File: src/rtl/uart_pkg.sv
// Shared UART definitions: receiver state encoding and frame constants.
package uart_pkg;

    typedef enum logic [2:0] {
        IDLE,
        START,
        DATA,
        STOP,
        BREAK
    } uart_state_e;

    localparam int UART_DATA_BITS          = 8;
    localparam int UART_MIN_CYCLES_PER_BIT = 3;

endpackage

File: src/rtl/sync_ff.sv
// Multi-stage synchroniser for an asynchronous single-bit input.
module sync_ff #(
    parameter int   STAGES      = 2,
    parameter logic RESET_VALUE = 1'b1
) (
    input  logic clk_i,
    input  logic rst_i,
    input  logic d_i,
    output logic q_o
);

    logic [STAGES-1:0] chain_q;

    always_ff @(posedge clk_i) begin
        if (rst_i) begin
            chain_q <= {STAGES{RESET_VALUE}};
        end else begin
            chain_q <= {chain_q[STAGES-2:0], d_i};
        end
    end

    assign q_o = chain_q[STAGES-1];

endmodule

File: src/rtl/uart_rx_sampler.sv
// UART 8N1 receive front end: synchronises rx, samples mid-bit, and emits
// good bytes, framing-error strobes and a line-break level separately.
//
// state | meaning
// IDLE  | waiting for rx low
// START | timing to mid start bit, rejecting glitches
// DATA  | shifting in 8 data bits, LSB first
// STOP  | sampling the stop bit
// BREAK | framing error seen, waiting for rx to return high
module uart_rx_sampler
    import uart_pkg::*;
#(
    parameter int CLOCK_SCALE_BITS = 16,
    parameter int SYNC_STAGES      = 2
) (
    input  logic                        clk_i,
    input  logic                        rst_i,
    input  logic [CLOCK_SCALE_BITS-1:0] cycles_per_bit_i,
    input  logic                        rx_i,
    output logic [7:0]                  data_out_o,
    output logic                        data_available_o,
    output logic                        framing_error_o,
    output logic                        line_break_o,
    output logic                        busy_o
);

    localparam int CW = CLOCK_SCALE_BITS + 1;

    logic          rx_s;
    uart_state_e   state_q;
    logic [CW-1:0] cnt_q;
    logic [CW-1:0] pm1_q;
    logic [CW-1:0] hm1_q;
    logic [CW-1:0] pm1_d;
    logic [CW-1:0] hm1_d;
    logic [CW-1:0] period_d;
    logic [2:0]    bit_cnt_q;
    logic [7:0]    shift_q;
    logic [7:0]    data_out_q;
    logic          data_available_q;
    logic          framing_error_q;

    sync_ff #(
        .STAGES      (SYNC_STAGES),
        .RESET_VALUE (1'b1)
    ) u_sync_rx (
        .clk_i (clk_i),
        .rst_i (rst_i),
        .d_i   (rx_i),
        .q_o   (rx_s)
    );

    // Bit timing is clamped to a minimum period and latched at frame start.
    always_comb begin
        pm1_d = {1'b0, cycles_per_bit_i};
        if (cycles_per_bit_i < CLOCK_SCALE_BITS'(UART_MIN_CYCLES_PER_BIT)) begin
            pm1_d = CW'(UART_MIN_CYCLES_PER_BIT);
        end
        period_d = pm1_d + CW'(1);
        hm1_d    = (period_d >> 1) - CW'(1);
    end

    always_ff @(posedge clk_i) begin
        if (rst_i) begin
            state_q          <= IDLE;
            cnt_q            <= '0;
            pm1_q            <= '0;
            hm1_q            <= '0;
            bit_cnt_q        <= '0;
            shift_q          <= '0;
            data_out_q       <= '0;
            data_available_q <= 1'b0;
            framing_error_q  <= 1'b0;
        end else begin
            data_available_q <= 1'b0;
            framing_error_q  <= 1'b0;
            case (state_q)
                IDLE: begin
                    if (!rx_s) begin
                        state_q <= START;
                        cnt_q   <= '0;
                        pm1_q   <= pm1_d;
                        hm1_q   <= hm1_d;
                    end
                end
                START: begin
                    if (cnt_q == hm1_q) begin
                        cnt_q     <= '0;
                        bit_cnt_q <= '0;
                        state_q   <= rx_s ? IDLE : DATA;
                    end else begin
                        cnt_q <= cnt_q + CW'(1);
                    end
                end
                DATA: begin
                    if (cnt_q == pm1_q) begin
                        cnt_q     <= '0;
                        shift_q   <= {rx_s, shift_q[7:1]};
                        bit_cnt_q <= bit_cnt_q + 3'd1;
                        if (bit_cnt_q == 3'(UART_DATA_BITS - 1)) begin
                            state_q <= STOP;
                        end
                    end else begin
                        cnt_q <= cnt_q + CW'(1);
                    end
                end
                STOP: begin
                    if (cnt_q == pm1_q) begin
                        cnt_q <= '0;
                        if (rx_s) begin
                            data_out_q       <= shift_q;
                            data_available_q <= 1'b1;
                            state_q          <= IDLE;
                        end else begin
                            framing_error_q <= 1'b1;
                            state_q         <= BREAK;
                        end
                    end else begin
                        cnt_q <= cnt_q + CW'(1);
                    end
                end
                BREAK: begin
                    if (rx_s) begin
                        state_q <= IDLE;
                    end
                end
                default: state_q <= IDLE;
            endcase
        end
    end

    assign data_out_o       = data_out_q;
    assign data_available_o = data_available_q;
    assign framing_error_o  = framing_error_q;
    assign line_break_o     = (state_q == BREAK);
    assign busy_o           = (state_q != IDLE);

endmodule

File: config.mk
export PLATFORM = sky130hd
export DESIGN_NAME = uart_rx_sampler
export DESIGN_NICKNAME = d
export VERILOG_FILES = /design/src/rtl/uart_pkg.sv /design/src/rtl/sync_ff.sv /design/src/rtl/uart_rx_sampler.sv
export SDC_FILE = /design/constraint.sdc
export NUM_CORES = 1
export LEC_CHECK = 0
export BUFFER_PORTS_ARGS = -buffer_cell sky130_fd_sc_hd__buf_4
export CORE_ASPECT_RATIO = 0.9
export CORE_MARGIN = 5
export CORE_UTILIZATION = 35
export CTS_CLUSTER_DIAMETER = 30
export DETAILED_ROUTE_END_ITERATION = 10
export GPL_TIMING_DRIVEN = 0
export PLACE_DENSITY = 0.64
export SKIP_CTS_REPAIR_TIMING = 1
export SYNTH_ARGS = -nofsm -noshare
export SYNTH_HDL_FRONTEND = slang
export SYNTH_SLANG_ARGS = --single-unit
File: constraint.sdc
create_clock -name clk_i -period 2.3 [get_ports clk_i]
set_input_delay 0.23 -clock clk_i [delete_from_list [all_inputs] [get_ports clk_i]]
set_output_delay 0.23 -clock clk_i [all_outputs]
set_load 0.02 [all_outputs]
==> results by group <==
Outcome
  – Outcome: complete, no violations

Synth
  – Compound-cell area share of the yosys netlist: 13.2%
  – Multiplexer share of the synthesized area: 3.97%
  – Synthesized cell area: 0.00404 mm^2
  – Post-synthesis cell count: 488
  – Synth cell types: 53
  – Main combinational cell family by area after synthesis: simple AND/OR/NAND/NOR gates
  – Synth warn: 0
  – Post-Synth XOR/XNOR Area: 10.8%
  – Synth Net Count: 511
  – Simple-gate share of the synthesized area: 28.1%
  – Seq/Total Area, Yosys: 37.7%
  – Ys async rst share: 0%
  – Adder-cell area share of the yosys netlist: 1.24%
  – Number of flops mapped to enable cells by yosys: 0
  – Seq cells post-synth: 76
  – Ys flop type: dfxtp_1
  – Syn Area/Cell: 8.27 um^2

Hold path
  – Hold_sp: rx_i
  – Hold Crit Class: input pin to flip-flop

Cells and area
  – Fin cells: 694
  – Final net count: 556
  – Most frequent cells in the layout: dfxtp_1, nand2_1, nor2_1
  – Share of post-route cells with drive strength above 1: 19.0%
  – N_diodes: 0
  – Layout fillers: 1108
  – Area Growth Syn to Fin: 23.1%
  – Most common cell after layout, fill and taps aside: dfxtp_1

Route
  – Post-Route WL: 10.8 mm
  – DR vias/cell: 5.28
  – 1st-pass router iterations: 5
  – Via count: 3664
  – WL per Instance: 15.5 um
  – Starting DRT DRC Count: 239
  – Remaining antenna violation count after routing: 0
  – DR DRC count: 0

Critical path
  – Setup CP Type: input pin to flip-flop
  – Crit-path most repeated cell: o21ai_1
  – Worst Path Arrival: 2450 ps
  – Crit path launch: cycles_per_bit_i[12]
  – CP Launch Type: input pin
  – Req. time, crit path: 2530 ps
  – Crit end category: flip-flop
  – Crit path max fanout: 7
  – Crit path max-delay cell type: or4_4
  – Critical path, cell by cell: buf_8, or4_4, nor3_4, nand4_1, nand2_1, ha_4, o21ai_1, o31ai_1, xnor2_1, o21ai_1
  – Max incr delay on CP: 550 ps
  – R2r startpoint: cnt_q[9]$_SDFFE_PP0P_
  – Critical path's top delay family: simple AND/OR/NAND/NOR gates
  – Buf/Inv on CP: 1

STA
  – Worst-Margin Slew: 646 ps
  – Unrepaired setup endpoints after global routing: true
  – Worst Clk Skew: 6.96 ps
  – Setup violations, final: 0
  – Setup TNS: 0 ps
  – Fmax: 0.449 GHz
  – Final min period: 2230 ps
  – Max_slew headroom: 56.6%
  – Tcrit/Tclk final: 96.8%
  – Pins Over Slew Limit: 0
  – Final hold viol count: 0

Floorplanning
  – Die height: 112 um
  – IO Pins: 31
  – Initial core utilization: 35.6%
  – Die Wd: 123 um
  – Cell row count: 37
  – CORE AREA: 0.0113 mm^2
  – Die area: 0.0138 mm^2

Power
  – Pleak: 1.83 nW
  – VDD IR-drop max: 0.487 mV
  – Pwr Density: 635 mW/mm^2

Clocking
  – Clock insertion delay at the later pin of the skew report: 340 ps
  – # clock sinks: 76
  – CTS tree: yes
  – Total CTS buffers: 9
  – H-Tree Depth: 3
  – Clock root cell: clkbuf_16
  – Clock transition at path regs: 60 ps
  – CTS max path bufs: 2

Global routing
  – Vias in the first global route: 3447
  – Largest net degree at the start of global routing: 15
  – Initial antenna violation count: 0
  – First-pass GRT wire length: 17.3 mm
  – Gr ovfl total: 0
  – All-Layer GR Usage: 15.8%

Place
  – DPL Wire Length: 7.86 mm
  – Port Buffer Count: 27
  – GPL Wtd Cong: 0.849
  – Placed Cells: 671

Run
  – Max-cap violation count: 0
[flip-flops by register name (all words and copies together) (netlist names)]
| name | flops |
|---|---|
| bit_cnt_q | 3 |
| cnt_q | 17 |
| hm1_q | 17 |
| u_sync_rx.chain_q | 2 |
| data_available_o | 1 |
| state_q | 3 |
| pm1_q | 16 |
| shift_q | 8 |
| data_out_o | 8 |
| framing_error_o | 1 |
[stage by stage]
stage / hold slack (ps) / worst slack (ps) / power, mW / area, um^2 / utilization [%]
global route: 77.0 / -74.3 / 3.26 / 4970 / 43.8
finish: 86.5 / 74.5 / 3.16 / 4970 / 43.8
global placement: 394 / -410 / 1.66 / 4460 / 39.3
floorplan: 334 / -31.5 / 1.57 / 4060 / -
detailed placement: 413 / -444 / 1.67 / 4460 / 39.3
CTS: 82.9 / -264 / 3.12 / 4770 / 42.1
[where the power goes]
part | switching, mW | internal [mW]
Sequential | 0.0187 | 1.34
Combinational | 0.190 | 0.132
Clock | 0.595 | 0.877
[cell usage after synthesis (4+ instances only)]
cell type / n / area, um^2
ha_1: 4 / 50.1
and2_1: 6 / 37.5
clkbuf_1: 22 / 82.6
o21ai_0: 9 / 45.0
nand4_1: 12 / 75.1
xor2_1: 8 / 70.1
nor2_1: 46 / 173
or3_1: 6 / 37.5
nand3b_1: 4 / 30.0
nor4_1: 7 / 43.8
a21oi_1: 37 / 185
a211oi_1: 6 / 45.0
nand2b_1: 8 / 50.1
o21ai_1: 4 / 20.0
nor3_1: 19 / 95.1
or2_2: 6 / 37.5
clkbuf_8: 4 / 55.1
buf_2: 7 / 35.0
o22ai_1: 14 / 87.6
mux2i_1: 16 / 160
xnor2_1: 42 / 368
nand2_1: 61 / 229
nor2b_1: 4 / 25.0
nand3_1: 16 / 80.1
dfxtp_1: 76 / 1520
[per-layer routing]
layer	vias up	global-route usage (%)	part of all wire [%]
met5	-	0	0
met4	0	5.46	2.0
met3	17	3.61	4.9
met2	102	24.3	47
met1	1749	21.6	47
li1	1796	-	-
[cell families after synthesis]
kind of cell,Yosys count
multiplexers,16
adder cells (fa/ha/maj),4
AND/OR/NAND/NOR,217
AO/OA/AOI/OAI,88
buffers and inverters,37
flip-flops,76
XOR/XNOR,50
[worst reg2reg max path, delay by kind of cell (launching register included)]
| family | cells | cell delay [ps] |
|---|---|---|
| AND/OR/NAND/NOR | 4 | 1140 |
| buffers and inverters | 2 | 390 |
| flip-flops | 1 | 300 |
| AO/OA/AOI/OAI | 1 | 140 |
| XOR/XNOR | 1 | 160 |
[layout make-up]
class	instances	area [um^2]	share of cell area [%]
plain buffers	33	200	4.03
clock buffers	10	239	4.81
clock inverters	6	71.3	1.44
inverters	2	7.51	0.151
multi-input cells	375	2430	49.0
flip-flops and latches	76	1520	30.7
well taps	156	195	3.93
repair buffers	36	299	6.02
[path summary, 6_finish.rpt]
check        slack, ps                         endpoint  cells after the start
max                 70           hm1_q[10]$_SDFFE_PP0P_                     10
min                 90  u_sync_rx.chain_q[0]$_SDFF_PP1_                      2
min reg2reg        430  u_sync_rx.chain_q[1]$_SDFF_PP1_                      1
max reg2reg        100        bit_cnt_q[0]$_SDFFE_PP0P_                      8
No activity file was read; power rests on OpenSTA's default activity.
